### src/rtl/aes_128_sched.sv
// aes_128_sched: round-key loader and two-channel block scheduler for an
// external AES-128 core.
//   clk, kill                          clock, async active-high reset
//   key_in/key_valid/key_ready         round-key stream, written to key RAM as
//                                      two 64-bit halves per key
//   req0_*/req1_*                      per-channel plaintext requests
//   core_in_data/core_in_en            block issue to the core (registered)
//   core_en_wr/core_addr_wr/core_key_wr key RAM write port
//   core_out_data/core_out_en          core results, returned in issue order
//   rsp0_*/rsp1_*                      per-channel routed results
//   keys_loaded/busy/err_unexp         status
module aes_128_sched #(
  parameter int TAG_DEPTH = 16,
  parameter int NUM_RKEYS = 11
) (
  input  logic         clk,
  input  logic         kill,
  input  logic [127:0] key_in,
  input  logic         key_valid,
  output logic         key_ready,
  input  logic [127:0] req0_data,
  input  logic         req0_valid,
  output logic         req0_ready,
  input  logic [127:0] req1_data,
  input  logic         req1_valid,
  output logic         req1_ready,
  output logic [127:0] core_in_data,
  output logic         core_in_en,
  output logic         core_en_wr,
  output logic [4:0]   core_addr_wr,
  output logic [63:0]  core_key_wr,
  input  logic [127:0] core_out_data,
  input  logic         core_out_en,
  output logic [127:0] rsp0_data,
  output logic         rsp0_valid,
  output logic [127:0] rsp1_data,
  output logic         rsp1_valid,
  output logic         keys_loaded,
  output logic         busy,
  output logic         err_unexp
);
  localparam int PW = $clog2(TAG_DEPTH);

  typedef enum logic [1:0] {KEY_WAIT, KEY_WR_LO, KEY_WR_HI, RUN} state_t;

  state_t         state, state_nxt;
  logic [3:0]     k;
  logic [127:0]   key_q;
  logic           key_fire;
  logic           last_key;

  // tag FIFO: one bit per in-flight block, the channel that issued it
  logic           tag_mem [TAG_DEPTH];
  logic [PW-1:0]  wr_ptr, rd_ptr;
  logic [PW:0]    cnt;
  logic           tag_empty, tag_full, pop, pop_tag;

  logic           last_gnt;
  logic           gnt0, gnt1, acc0, acc1, accept, run;

  assign run       = (state == RUN);
  assign last_key  = (k == 4'(NUM_RKEYS - 1));
  assign key_fire  = key_valid & key_ready;
  assign tag_empty = (cnt == '0);
  assign tag_full  = (cnt == (PW+1)'(TAG_DEPTH));
  assign pop       = core_out_en & ~tag_empty;
  assign pop_tag   = tag_mem[rd_ptr];

  // Round robin: on contention the channel not granted last wins.
  // last_gnt resets to 1 so channel 0 takes the first contention.
  assign gnt0 = req0_valid & (~req1_valid | last_gnt);
  assign gnt1 = req1_valid & (~req0_valid | ~last_gnt);

  // A full FIFO blocks grant even with a same-cycle pop (no bypass path).
  assign req0_ready = run & ~tag_full & gnt0;
  assign req1_ready = run & ~tag_full & gnt1;
  assign acc0       = req0_valid & req0_ready;
  assign acc1       = req1_valid & req1_ready;
  assign accept     = acc0 | acc1;

  assign keys_loaded = run;
  assign busy        = ~run | ~tag_empty | core_in_en;

  always_comb begin
    state_nxt    = state;
    key_ready    = 1'b0;
    core_en_wr   = 1'b0;
    core_addr_wr = '0;
    core_key_wr  = '0;
    case (state)
      KEY_WAIT: begin
        key_ready = 1'b1;
        if (key_valid) state_nxt = KEY_WR_LO;
      end
      KEY_WR_LO: begin
        core_en_wr   = 1'b1;
        core_addr_wr = {k, 1'b0};
        core_key_wr  = key_q[63:0];
        state_nxt    = KEY_WR_HI;
      end
      KEY_WR_HI: begin
        core_en_wr   = 1'b1;
        core_addr_wr = {k, 1'b1};
        core_key_wr  = key_q[127:64];
        state_nxt    = last_key ? RUN : KEY_WAIT;
      end
      RUN: begin
        // reload only once the datapath is drained, so no block sees a
        // half-rewritten schedule
        key_ready = tag_empty & ~core_in_en;
        if (key_valid & key_ready) state_nxt = KEY_WR_LO;
      end
      default: state_nxt = KEY_WAIT;
    endcase
  end

  always_ff @(posedge clk or posedge kill) begin
    if (kill) begin
      state <= KEY_WAIT;
      k     <= '0;
      key_q <= '0;
    end else begin
      state <= state_nxt;
      if (key_fire) key_q <= key_in;
      if (state == KEY_WR_HI) k <= last_key ? 4'd0 : k + 4'd1;
    end
  end

  always_ff @(posedge clk) begin
    if (accept) tag_mem[wr_ptr] <= acc1;
  end

  always_ff @(posedge clk or posedge kill) begin
    if (kill) begin
      wr_ptr   <= '0;
      rd_ptr   <= '0;
      cnt      <= '0;
      last_gnt <= 1'b1;
    end else begin
      if (accept) begin
        wr_ptr   <= wr_ptr + 1'b1;
        last_gnt <= acc1;
      end
      if (pop) rd_ptr <= rd_ptr + 1'b1;
      case ({accept, pop})
        2'b10:   cnt <= cnt + 1'b1;
        2'b01:   cnt <= cnt - 1'b1;
        default: cnt <= cnt;
      endcase
    end
  end

  always_ff @(posedge clk or posedge kill) begin
    if (kill) begin
      core_in_en   <= 1'b0;
      core_in_data <= '0;
      rsp0_valid   <= 1'b0;
      rsp0_data    <= '0;
      rsp1_valid   <= 1'b0;
      rsp1_data    <= '0;
      err_unexp    <= 1'b0;
    end else begin
      core_in_en <= accept;
      if (accept) core_in_data <= acc1 ? req1_data : req0_data;
      rsp0_valid <= pop & ~pop_tag;
      rsp1_valid <= pop & pop_tag;
      if (pop & ~pop_tag) rsp0_data <= core_out_data;
      if (pop & pop_tag)  rsp1_data <= core_out_data;
      // a result with nothing outstanding is dropped and flagged
      if (core_out_en & tag_empty) err_unexp <= 1'b1;
    end
  end

endmodule

### config.mk
export PLATFORM = sky130hd
export DESIGN_NAME = aes_128_sched
export DESIGN_NICKNAME = d
export VERILOG_FILES = /design/src/rtl/aes_128_sched.sv
export SDC_FILE = /design/constraint.sdc
export NUM_CORES = 1
export LEC_CHECK = 0
export CAP_MARGIN = 20
export CORE_AREA = 2 2 381 383
export DETAILED_ROUTE_END_ITERATION = 16
export DIE_AREA = 0 0 383 385
export PLACE_DENSITY_LB_ADDON = 0.25
export SYNTH_ARGS = -nofsm -noshare
export SYNTH_HDL_FRONTEND = slang
export SYNTH_SLANG_ARGS = --single-unit
export TNS_END_PERCENT = 10
### constraint.sdc
create_clock -name clk -period 31.4 [get_ports clk]
set_input_delay 6.28 -clock clk [delete_from_list [all_inputs] [get_ports clk]]
set_output_delay 6.28 -clock clk [all_outputs]
set_load 0.03 [all_outputs]
Yosys cells after proc, flatten, opt, wreduce, memory -nomap -nowiden
Memories as Yosys holds them, arrays and structs flattened.
Cells that the tools add are included.
W data, S select, Z words.
{"block": "classes", "muxes": 13, "reduce_logical": 5, "bitwise_logic": 27, "add_sub_neg": 5, "n_eq_ne": 9}
{"cell": "$mux W128", "count": 1}
{"cell": "$pmux W64 S2", "count": 1}
{"cell": "$pmux W5 S2", "count": 2}
{"cell": "$and A1 B1 Y1", "count": 14}
{"cell": "$add A4 B1 Y4 const B", "count": 3}
{"cell": "$not A1 Y1", "count": 8}
{"cell": "$pmux W2 S4", "count": 1}
{"cell": "$eq A2 B2 Y1 const B", "count": 3}
{"cell": "$mux W2", "count": 3}
{"cell": "$add A5 B1 Y5 const B", "count": 1}
{"cell": "$eq A5 B5 Y1 const B", "count": 1}
{"cell": "$logic_not A5 Y1", "count": 1}
{"cell": "$or A1 B1 Y1", "count": 5}
{"cell": "$sub A5 B1 Y5 const B", "count": 1}
{"cell": "$eq A2 B1 Y1 const B", "count": 2}
{"cell": "$eq A4 B4 Y1 const B", "count": 1}
{"cell": "$mux W4", "count": 1}
{"cell": "$mux W1", "count": 3}
{"cell": "$logic_not A2 Y1", "count": 1}
{"cell": "$ne A2 B1 Y1 const B", "count": 1}
{"cell": "$ne A2 B2 Y1 const B", "count": 1}
{"cell": "$pmux W1 S2", "count": 1}
{"cell": "$reduce_and A2 Y1", "count": 1}
{"cell": "$reduce_bool A2 Y1", "count": 1}
{"cell": "$reduce_or A2 Y1", "count": 1}
{"block": "word_totals", "in_bits": 518, "ramBits": 16, "memories": 1, "wordCells": 74, "register_bits": 536}
{"memory": "tag_mem", "depth": 16, "width": 1, "rd": 1, "rd_clocked_by_memory_dff": 0, "wr": 1, "line": "53", "text": "logic tag_mem [TAG_DEPTH];"}

Longest topological paths before layout
Gate-level depths: netlist of run 1.
{"block": "depth", "word_depth": 8, "ltp_mapped": 14}

Worst setup path after synthesis of run 1
Ideal clock, no wire load.
{"block": "synth_path", "path_type": "input to output", "from": "input port req1_valid", "to": "output port req1_ready", "path_slack_ps": 17466, "arrival_time_ps": 7654, "stages": 6, "cell_sequence": "buf_2 inv_1 o21ai_1 buf_2 buf_1 and3_1"}
{"block": "synth_via", "elab_chain_len": 2}
{"item": "from (decl)", "line": "25", "text": "input logic req1_valid,"}
{"item": "$and A1 B1 Y1", "line": "72", "text": "assign gnt1 = req1_valid & (~req0_valid | ~last_gnt);"}
{"item": "$and A1 B1 Y1", "line": "76", "text": "assign req1_ready = run & ~tag_full & gnt1;"}
{"item": "to (decl)", "line": "26", "text": "output logic req1_ready,"}
No other way between the ends.

Worst setup path in the final report of run 1
{"block": "layout_path", "from": "input port req0_valid", "to": "output port req0_ready"}
{"block": "layout_via", "elab_chain_len": 2}
{"item": "from (decl)", "line": "22", "text": "input logic req0_valid,"}
{"item": "$and A1 B1 Y1", "line": "71", "text": "assign gnt0 = req0_valid & (~req1_valid | last_gnt);"}
{"item": "$and A1 B1 Y1", "line": "75", "text": "assign req0_ready = run & ~tag_full & gnt0;"}
{"item": "to (decl)", "line": "23", "text": "output logic req0_ready,"}
No other way between the ends.

==> results of run 1 <==
-- cells in the final DEF, fill, tap and decap left out, types with 3 or more instances in the layout --
cell | Yosys | layout
sky130_fd_sc_hd__clkbuf_8 | 0 | 15
sky130_fd_sc_hd__a31oi_1 | 86 | 86
sky130_fd_sc_hd__and3_1 | 7 | 6
sky130_fd_sc_hd__mux2_2 | 57 | 57
sky130_fd_sc_hd__bufinv_16 | 0 | 4
sky130_fd_sc_hd__xor2_1 | 5 | 5
sky130_fd_sc_hd__clkinv_2 | 0 | 11
sky130_fd_sc_hd__o21ai_0 | 8 | 8
sky130_fd_sc_hd__a21oi_1 | 6 | 6
sky130_fd_sc_hd__clkdlybuf4s50_1 | 0 | 979
sky130_fd_sc_hd__inv_1 | 95 | 94
sky130_fd_sc_hd__clkbuf_16 | 0 | 72
sky130_fd_sc_hd__diode_2 | 0 | 6
sky130_fd_sc_hd__nor2_1 | 89 | 89
sky130_fd_sc_hd__nor2b_1 | 68 | 68
sky130_fd_sc_hd__nand2_1 | 14 | 14
sky130_fd_sc_hd__mux2_4 | 309 | 309
sky130_fd_sc_hd__clkbuf_1 | 49 | 17
sky130_fd_sc_hd__mux2i_1 | 10 | 10
sky130_fd_sc_hd__ha_1 | 14 | 11
sky130_fd_sc_hd__mux2_1 | 21 | 21
sky130_fd_sc_hd__and2_1 | 17 | 17
sky130_fd_sc_hd__xnor2_1 | 9 | 9
sky130_fd_sc_hd__dfrtp_1 | 535 | 535
sky130_fd_sc_hd__ha_2 | 0 | 3
sky130_fd_sc_hd__edfxtp_1 | 16 | 16
sky130_fd_sc_hd__buf_4 | 6 | 24
sky130_fd_sc_hd__o22a_1 | 84 | 84
sky130_fd_sc_hd__a21o_1 | 45 | 45
sky130_fd_sc_hd__a22oi_1 | 67 | 67
sky130_fd_sc_hd__a22o_1 | 44 | 44
-- flip-flops by register name (all words and copies together), names as in the netlist, 2 cells and up --
name / count
wr_ptr: 4
rd_ptr: 4
tag_mem: 16
rsp0_data: 128
state: 2
k: 4
cnt: 5
core_in_data: 128
rsp1_data: 128
key_q: 128
-- power by group --
group	switching, W	internal [W]
logic	0.00126	0.00120
registers	0.000217	0.00107
clock network	0.000349	0.000497
total	0.00183	0.00277
-- metrics by stage --
step	power (W)	setup WS, ps
after floorplan	0.00288	10140
after CTS	0.00469	15990
after global placement	0.00379	16000
final	0.00460	16010
after detailed placement	0.00380	16000
after global routing	0.00485	15830
-- worst max-delay path by stage --
stage               start    endpoint  slack (ps)
2_1_floorplan        kill      cnt[0]       10140
3_3_place_gp   req0_valid  req0_ready       16000
3_5_place_dp   req0_valid  req0_ready       16000
4_1_cts        req0_valid  req0_ready       15990
5_1_grt        req0_valid  req0_ready       15830
6_report       req0_valid  req0_ready       16010
-- Yosys cell counts (2+ instances only) --
master	count
sky130_fd_sc_hd__inv_2	2
sky130_fd_sc_hd__buf_12	22
sky130_fd_sc_hd__mux2_2	57
sky130_fd_sc_hd__a21o_1	45
sky130_fd_sc_hd__ha_1	14
sky130_fd_sc_hd__nor2_1	89
sky130_fd_sc_hd__mux2_1	21
sky130_fd_sc_hd__nor2b_1	68
sky130_fd_sc_hd__nand2_1	14
sky130_fd_sc_hd__a22oi_1	67
sky130_fd_sc_hd__nor3b_1	2
sky130_fd_sc_hd__a21oi_1	6
sky130_fd_sc_hd__a31oi_1	86
sky130_fd_sc_hd__buf_1	14
sky130_fd_sc_hd__xnor2_1	9
sky130_fd_sc_hd__mux2i_1	10
sky130_fd_sc_hd__buf_4	6
sky130_fd_sc_hd__mux2_4	309
sky130_fd_sc_hd__edfxtp_1	16
sky130_fd_sc_hd__clkbuf_1	49
sky130_fd_sc_hd__dfrtp_1	535
sky130_fd_sc_hd__nand3_1	2
sky130_fd_sc_hd__xor2_1	5
sky130_fd_sc_hd__buf_6	24
sky130_fd_sc_hd__a22o_1	44
sky130_fd_sc_hd__o21ai_0	8
sky130_fd_sc_hd__and3_1	7
sky130_fd_sc_hd__a221oi_1	2
sky130_fd_sc_hd__nand3b_1	2
sky130_fd_sc_hd__buf_2	15
sky130_fd_sc_hd__and2_1	17
sky130_fd_sc_hd__inv_1	95
sky130_fd_sc_hd__o21a_1	2
sky130_fd_sc_hd__o22a_1	84
-- cell families (layout without fill, tap and decap cells) --
| logic type | count (synthesis) | in the layout | share of synthesized area [%] |
|---|---|---|---|
| AO/OA/AOI/OAI | 352 | 352 | 10.7 |
| XOR/XNOR | 14 | 14 | 0.490 |
| adder cells (fa/ha/maj) | 14 | 14 | 0.700 |
| buffers and inverters | 227 | 1231 | 5.72 |
| flip-flops | 552 | 552 | 55.5 |
| multiplexers | 397 | 397 | 22.4 |
| other | 0 | 6 | 0 |
| AND/OR/NAND/NOR | 211 | 211 | 4.42 |
-- layout make-up --
cell class / instances / area, sq um
tap: 1903 / 2380
fill: 14888 / 104000
clock buffer: 104 / 2070
sequential: 552 / 13900
clock inverter: 25 / 333
multi-input combinational: 988 / 9740
timing repair buffer: 1005 / 10000
antenna: 6 / 15.0
inverter: 97 / 372
-- routing by layer --
metal | wire, microns | share of wire (%) | vias to the layer above
met5 | 46 | 0.049 | -
met4 | 2460 | 2.6 | 6
met3 | 7390 | 7.9 | 112
met2 | 47300 | 51 | 611
met1 | 36100 | 39 | 8936
li1 | - | - | 8196
==> run_summary.xml, run 1 <==
<?xml version="1.0" encoding="UTF-8"?>
<metrics>
  <group name="final_layout">
    <metric name="finalCoreUtilization" unit="%">27.1</metric>
    <metric name="final_area" unit="sq um">38800</metric>
    <metric name="drive_gt1_share" unit="%">19.0</metric>
    <metric name="flow.area_growth_from_synthesis" unit="%">55.1</metric>
    <metric name="final-instance-count-excl-fill" unit="">4680</metric>
    <metric name="num-nets-final" unit="">3248</metric>
  </group>
  <group name="critical_path">
    <metric name="worst_r2r_path_depth" unit="">8</metric>
    <metric name="cp.buffers_inverters" unit="">4</metric>
    <metric name="crit_path_start_kind" unit="">input pin</metric>
    <metric name="critical_path_data_required_time" unit="ps">25120</metric>
    <metric name="cp_cell_sequence" unit="">clkdlybuf4s50_1 -&gt; o21ai_4 -&gt; buf_4 -&gt; and3_2 -&gt; buf_4 -&gt; nor2_8 -&gt; clkdlybuf4s50_1</metric>
    <metric name="setup.reg_to_reg.worst_slack" unit="ps">27040</metric>
    <metric name="top_family_by_delay_on_critical_path" unit="">buffers and inverters</metric>
    <metric name="worst-setup-path-type" unit="">input pin to primary output</metric>
    <metric name="timing.critical_path.slowest_stage_cell" unit="">sky130_fd_sc_hd__buf_4</metric>
    <metric name="cp_num_cells" unit="">7</metric>
    <metric name="worstReg2RegEnd" unit="">rsp0_data[118]</metric>
    <metric name="reg2reg_from" unit="">rd_ptr[1]</metric>
    <metric name="cp.arrival" unit="ps">9110</metric>
    <metric name="cpPeakStageDelay" unit="ps">630</metric>
    <metric name="worstPathMaxFanout" unit="">83</metric>
    <metric name="setup.worst_path.end_class" unit="">primary output</metric>
  </group>
  <group name="global_routing">
    <metric name="first_global_vias" unit="">19076</metric>
    <metric name="grt.met3_usage" unit="%">4.26</metric>
    <metric name="global_route.peak_usage_layer" unit="">met2</metric>
    <metric name="antenna_found_initial" unit="">8</metric>
    <metric name="grt_start_max_net_pins" unit="">129</metric>
    <metric name="use_met2" unit="%">21.3</metric>
    <metric name="wire_length_of_the_first_global_routing_pass" unit="microns">134000</metric>
    <metric name="global_route.usage.met1" unit="%">13.7</metric>
    <metric name="overflow" unit="">0</metric>
    <metric name="grt_overall_usage" unit="%">12.2</metric>
  </group>
  <group name="timing">
    <metric name="min_period_over_period" unit="%">49.0</metric>
    <metric name="setup_total_negative_slack" unit="ps">0</metric>
    <metric name="drv_slew" unit="">0</metric>
    <metric name="finalSetupViolCount" unit="">0</metric>
    <metric name="setup_repair_after_global_routing_missed_its_margin" unit="">no</metric>
    <metric name="post_route_worst_hold_slack" unit="ps">477</metric>
    <metric name="clock-skew-final" unit="ps">27.5</metric>
    <metric name="report.final.hold_viol_count" unit="">0</metric>
    <metric name="max_slew.worst_pin.slew" unit="ps">1190</metric>
    <metric name="worst_slew_margin_rel" unit="%">21.0</metric>
    <metric name="max_freq" unit="MHz">65.0</metric>
    <metric name="layout_min_cycle_time" unit="ps">15390</metric>
  </group>
  <group name="floorplan">
    <metric name="std_cell_rows" unit="">139</metric>
    <metric name="fp.dieH" unit="microns">385</metric>
    <metric name="core_area" unit="sq um">143000</metric>
    <metric name="die-width" unit="microns">383</metric>
    <metric name="pin_count" unit="">981</metric>
    <metric name="floorplan.initialDensity" unit="%">17.5</metric>
    <metric name="dieArea" unit="sq um">147000</metric>
  </group>
  <group name="synth">
    <metric name="synth_nets" unit="">2299</metric>
    <metric name="postSynthRegisterBits" unit="">552</metric>
    <metric name="top_cell_type_s_share_of_synthesized_area" unit="%">53.5</metric>
    <metric name="leading_register_cell_type_out_of_synthesis" unit="">sky130_fd_sc_hd__dfrtp_1</metric>
    <metric name="yosys_warnings" unit="">0</metric>
    <metric name="synth_top_cell_by_area" unit="">sky130_fd_sc_hd__dfrtp_1</metric>
    <metric name="syn_area_per_cell" unit="sq um">14.2</metric>
    <metric name="yosys-top-cells-area" unit="">sky130_fd_sc_hd__dfrtp_1 53%, sky130_fd_sc_hd__mux2_4 19%, sky130_fd_sc_hd__o22a_1 2.9%</metric>
    <metric name="synth_cell_types" unit="">53</metric>
    <metric name="syn-cell-area" unit="sq um">25000</metric>
    <metric name="share_of_the_yosys_chip_area_belonging_to_registers" unit="%">55.5</metric>
    <metric name="synth_edf_count" unit="">16</metric>
    <metric name="async_set_or_reset_register_ratio_after_synthesis" unit="%">97.1</metric>
    <metric name="post_syn_instances" unit="">1767</metric>
  </group>
  <group name="power">
    <metric name="static-leakage-power" unit="nW">16.4</metric>
    <metric name="p_per_area" unit="nW/um^2">119</metric>
    <metric name="peakVddDrop" unit="mV">0.0579</metric>
  </group>
  <group name="placement">
    <metric name="placed_cells" unit="">4545</metric>
    <metric name="gpl.final_weighted_congestion" unit="">0.839</metric>
    <metric name="detailed_place.area" unit="sq um">36400</metric>
    <metric name="dp_hpwl" unit="microns">67600</metric>
    <metric name="io_buffer_count" unit="">980</metric>
  </group>
  <group name="worst_hold_path">
    <metric name="min_delay_path_depth" unit="">1</metric>
    <metric name="worstHoldPathType" unit="">register to register</metric>
    <metric name="holdCritStartpoint" unit="">err_unexp</metric>
    <metric name="worstHoldEndpoint" unit="">err_unexp</metric>
  </group>
  <group name="route">
    <metric name="drcViolationCount" unit="">0</metric>
    <metric name="wl_per_cell" unit="microns">19.9</metric>
    <metric name="route.vias.total" unit="">17861</metric>
    <metric name="ant_nets" unit="">0</metric>
    <metric name="detail_route.iter0.violations" unit="">666</metric>
    <metric name="post_drt_via_cell_ratio" unit="">3.82</metric>
    <metric name="detail_route.wirelength" unit="microns">93300</metric>
    <metric name="detailedRoute.firstPassIterationCount" unit="">5</metric>
  </group>
  <group name="clocking">
    <metric name="cts_buffers" unit="">72</metric>
    <metric name="clkSlewWorstSetupHoldPaths" unit="ps">60</metric>
    <metric name="number_of_hold_buffers_added_after_cts" unit="">0</metric>
    <metric name="tritoncts" unit="">yes</metric>
    <metric name="cts-root-to-sink-buffers" unit="">3</metric>
    <metric name="cts_htree_levels" unit="">3</metric>
    <metric name="insertion_delay" unit="ps">660</metric>
    <metric name="cts_repair_resize_count" unit="">0</metric>
    <metric name="cts_sink_cnt" unit="">552</metric>
    <metric name="post-cts-setup-buffer-count" unit="">0</metric>
    <metric name="ctsRootBufferMaster" unit="">sky130_fd_sc_hd__clkbuf_16</metric>
  </group>
  <group name="run_status">
    <metric name="run_status" unit="">complete, no violations</metric>
  </group>
  <group name="run">
    <metric name="drv.max_cap_violation_count" unit="">0</metric>
  </group>
</metrics>
(Power assumes the default switching activity.)
==> inputs of run 2 (changes only) <==
Settings changed: CORE_AREA 2 2 381 383 to 2 2 386 388, DIE_AREA 0 0 383 385 to 0 0 388 390.
Clock period 31.4 ns to 15.2 ns, I/O delays scaled along.
==> run 2 against run 1 <==
  * Combinational power is 110% higher
  * Routed wire length is 1.2% lower
  * Worst hold slack better by 5.7 ps
  * Via count is 0.20% lower
  * Clock skew hardly changed
  * Critical endpoint unchanged
  * Clock-buffer cell count is 1 higher
  * Global-route usage is 0.39 points lower
==> run_summary.xml, run 2 (synthesis results as in run 1) <==
<?xml version="1.0" encoding="UTF-8"?>
<metrics>
  <group name="run">
    <metric name="drv.max_cap_violation_count" unit="">0</metric>
  </group>
  <group name="critical_path">
    <metric name="cpPeakStageDelay" unit="ps">670</metric>
    <metric name="cp_cell_sequence" unit="">buf_2 -&gt; inv_1 -&gt; o21ai_4 -&gt; buf_4 -&gt; and3_2 -&gt; nor2_8 -&gt; buf_4 -&gt; clkdlybuf4s50_1</metric>
    <metric name="setup.worst_path.end_class" unit="">primary output</metric>
    <metric name="worstPathMaxFanout" unit="">85</metric>
    <metric name="crit_path_start_kind" unit="">input pin</metric>
    <metric name="critical_path_data_required_time" unit="ps">12160</metric>
    <metric name="worst-setup-path-type" unit="">input pin to primary output</metric>
    <metric name="cp.arrival" unit="ps">5890</metric>
    <metric name="cp.buffers_inverters" unit="">5</metric>
    <metric name="critical_path.most_common_cell" unit="">sky130_fd_sc_hd__buf_4</metric>
    <metric name="top_family_by_delay_on_critical_path" unit="">buffers and inverters</metric>
    <metric name="timing.critical_path.slowest_stage_cell" unit="">sky130_fd_sc_hd__clkdlybuf4s50_1</metric>
  </group>
  <group name="power">
    <metric name="combPwrFrac" unit="%">53.4</metric>
    <metric name="switching_share" unit="%">39.7</metric>
    <metric name="clkPwrFrac" unit="%">18.7</metric>
    <metric name="p_per_area" unit="nW/um^2">246</metric>
    <metric name="power.sequential.fraction" unit="%">27.9</metric>
    <metric name="peakVddDrop" unit="mV">0.110</metric>
    <metric name="static-leakage-power" unit="nW">16.4</metric>
    <metric name="switchingPower" unit="W">0.00380</metric>
    <metric name="cellInternalPower" unit="W">0.00579</metric>
  </group>
  <group name="global_routing">
    <metric name="grt_start_max_net_pins" unit="">145</metric>
    <metric name="grt_overall_usage" unit="%">11.8</metric>
    <metric name="antenna_found_initial" unit="">20</metric>
    <metric name="wire_length_of_the_first_global_routing_pass" unit="microns">134000</metric>
    <metric name="overflow" unit="">0</metric>
    <metric name="first_global_vias" unit="">19083</metric>
  </group>
  <group name="timing">
    <metric name="clock-skew-final" unit="ps">27.1</metric>
    <metric name="max_freq" unit="MHz">112</metric>
    <metric name="setup_total_negative_slack" unit="ps">0</metric>
    <metric name="worst_slew_margin_rel" unit="%">23.7</metric>
    <metric name="drv_slew" unit="">0</metric>
    <metric name="post_route_worst_hold_slack" unit="ps">483</metric>
    <metric name="setup_repair_after_global_routing_missed_its_margin" unit="">no</metric>
    <metric name="min_period_over_period" unit="%">58.8</metric>
    <metric name="max_slew.worst_pin.slew" unit="ps">1140</metric>
    <metric name="report.final.hold_viol_count" unit="">0</metric>
    <metric name="layout_min_cycle_time" unit="ps">8930</metric>
    <metric name="finalSetupViolCount" unit="">0</metric>
  </group>
  <group name="final_layout">
    <metric name="finalCoreUtilization" unit="%">26.5</metric>
    <metric name="mostFrequentLayoutCell" unit="">sky130_fd_sc_hd__clkdlybuf4s50_1</metric>
    <metric name="drive_gt1_share" unit="%">19.0</metric>
    <metric name="most-common-layout-cells" unit="">979 x sky130_fd_sc_hd__clkdlybuf4s50_1, 535 x sky130_fd_sc_hd__dfrtp_1, 309 x sky130_fd_sc_hd__mux2_4, 94 x sky130_fd_sc_hd__inv_1, 89 x sky130_fd_sc_hd__nor2_1</metric>
    <metric name="flow.area_growth_from_synthesis" unit="%">55.8</metric>
    <metric name="final-instance-count-excl-fill" unit="">4711</metric>
    <metric name="num-nets-final" unit="">3248</metric>
    <metric name="fill_cells" unit="">15369</metric>
  </group>
  <group name="placement">
    <metric name="dp_hpwl" unit="microns">65900</metric>
    <metric name="gpl.final_weighted_congestion" unit="">0.841</metric>
    <metric name="io_buffer_count" unit="">980</metric>
    <metric name="placed_cells" unit="">4569</metric>
  </group>
  <group name="route">
    <metric name="drcViolationCount" unit="">0</metric>
    <metric name="detailedRoute.firstPassIterationCount" unit="">5</metric>
    <metric name="ant_nets" unit="">0</metric>
    <metric name="post_drt_via_cell_ratio" unit="">3.78</metric>
    <metric name="detail_route.iter0.violations" unit="">696</metric>
    <metric name="route.vias.total" unit="">17825</metric>
    <metric name="detail_route.wirelength" unit="microns">92200</metric>
    <metric name="wl_per_cell" unit="microns">19.6</metric>
  </group>
  <group name="clocking">
    <metric name="insertion_delay" unit="ps">660</metric>
    <metric name="cts-root-to-sink-buffers" unit="">3</metric>
    <metric name="cts_buffers" unit="">74</metric>
    <metric name="clkSlewWorstSetupHoldPaths" unit="ps">60</metric>
    <metric name="cts_repair_resize_count" unit="">0</metric>
    <metric name="ctsRootBufferMaster" unit="">sky130_fd_sc_hd__clkbuf_16</metric>
    <metric name="cts_htree_levels" unit="">3</metric>
    <metric name="cts_sink_cnt" unit="">552</metric>
    <metric name="number_of_hold_buffers_added_after_cts" unit="">0</metric>
    <metric name="tritoncts" unit="">yes</metric>
    <metric name="post-cts-setup-buffer-count" unit="">0</metric>
  </group>
  <group name="run_status">
    <metric name="run_status" unit="">complete, no violations</metric>
  </group>
  <group name="floorplan">
    <metric name="die-width" unit="microns">388</metric>
    <metric name="pin_count" unit="">981</metric>
    <metric name="dieArea" unit="sq um">151000</metric>
    <metric name="fp.dieH" unit="microns">390</metric>
    <metric name="std_cell_rows" unit="">141</metric>
    <metric name="floorplan.initialDensity" unit="%">17.0</metric>
    <metric name="core_area" unit="sq um">147000</metric>
  </group>
  <group name="worst_hold_path">
    <metric name="worstHoldPathType" unit="">register to register</metric>
  </group>
</metrics>
## run 2: routing by layer
metal | global-route usage (%) | vias up | part of all wire [%]
met1 | 13.5 | 8831 | 39
met3 | 4.58 | 152 | 8.1
li1 | - | 8205 | -
met4 | 4.38 | 22 | 3.2
met2 | 20.0 | 615 | 49
met5 | 0 | - | 0.16
## run 2: cell type report
| cell class | count | area [sq um] | area share [%] |
|---|---|---|---|
| antenna | 9 | 22.5 | 0.0578 |
| clock buffer | 105 | 2140 | 5.49 |
| clock inverter | 27 | 364 | 0.934 |
| inverter | 97 | 368 | 0.943 |
| multi-input combinational | 988 | 9750 | 25.0 |
| sequential | 552 | 13900 | 35.6 |
| tap | 1930 | 2410 | 6.19 |
| timing repair buffer | 1003 | 10000 | 25.7 |
## run 2: worst reg2reg max path, cell delays in order (launching register included)
cell                      delay, ps
sky130_fd_sc_hd__dfrtp_1        480
sky130_fd_sc_hd__nor4_4         470
sky130_fd_sc_hd__nand2_1        140
sky130_fd_sc_hd__nand2_2        180
sky130_fd_sc_hd__inv_2          130
sky130_fd_sc_hd__nand2_8        360
sky130_fd_sc_hd__buf_4          880
sky130_fd_sc_hd__buf_4          860
sky130_fd_sc_hd__mux2_2         490
## run 2: power by group through the flow
stage,registers (W),clock network (W),logic [W]
final,0.00267,0.00179,0.00512
after global routing,0.00277,0.00193,0.00538
after CTS,0.00268,0.00187,0.00520
after detailed placement,0.00269,0,0.00519
after global placement,0.00268,0,0.00518
after floorplan,0.00362,0,0.00232
## run 2: per-stage QoR
step / setup WS [ps] / total power [W] / area (sq um)
after floorplan: 4870 / 0.00594 / 25000
after global placement: 6240 / 0.00786 / 36500
after detailed placement: 6280 / 0.00787 / 36500
after CTS: 6280 / 0.00976 / 39000
after global routing: 6100 / 0.0101 / 39000
final: 6270 / 0.00959 / 39000
## run 2: worst paths after layout
kind                            start                end  slack, ps  depth (start not counted)
max reg2reg                    cnt[1]     rsp1_data[108]      11110                          8
min                         err_unexp          err_unexp        480                          1
max in group asynchronous        kill          key_q[21]       9640                          5
min reg2reg                 err_unexp          err_unexp        480                          1
min in group asynchronous        kill  core_in_data[104]       2790                          2
max                        req1_valid         req0_ready       6270                          8
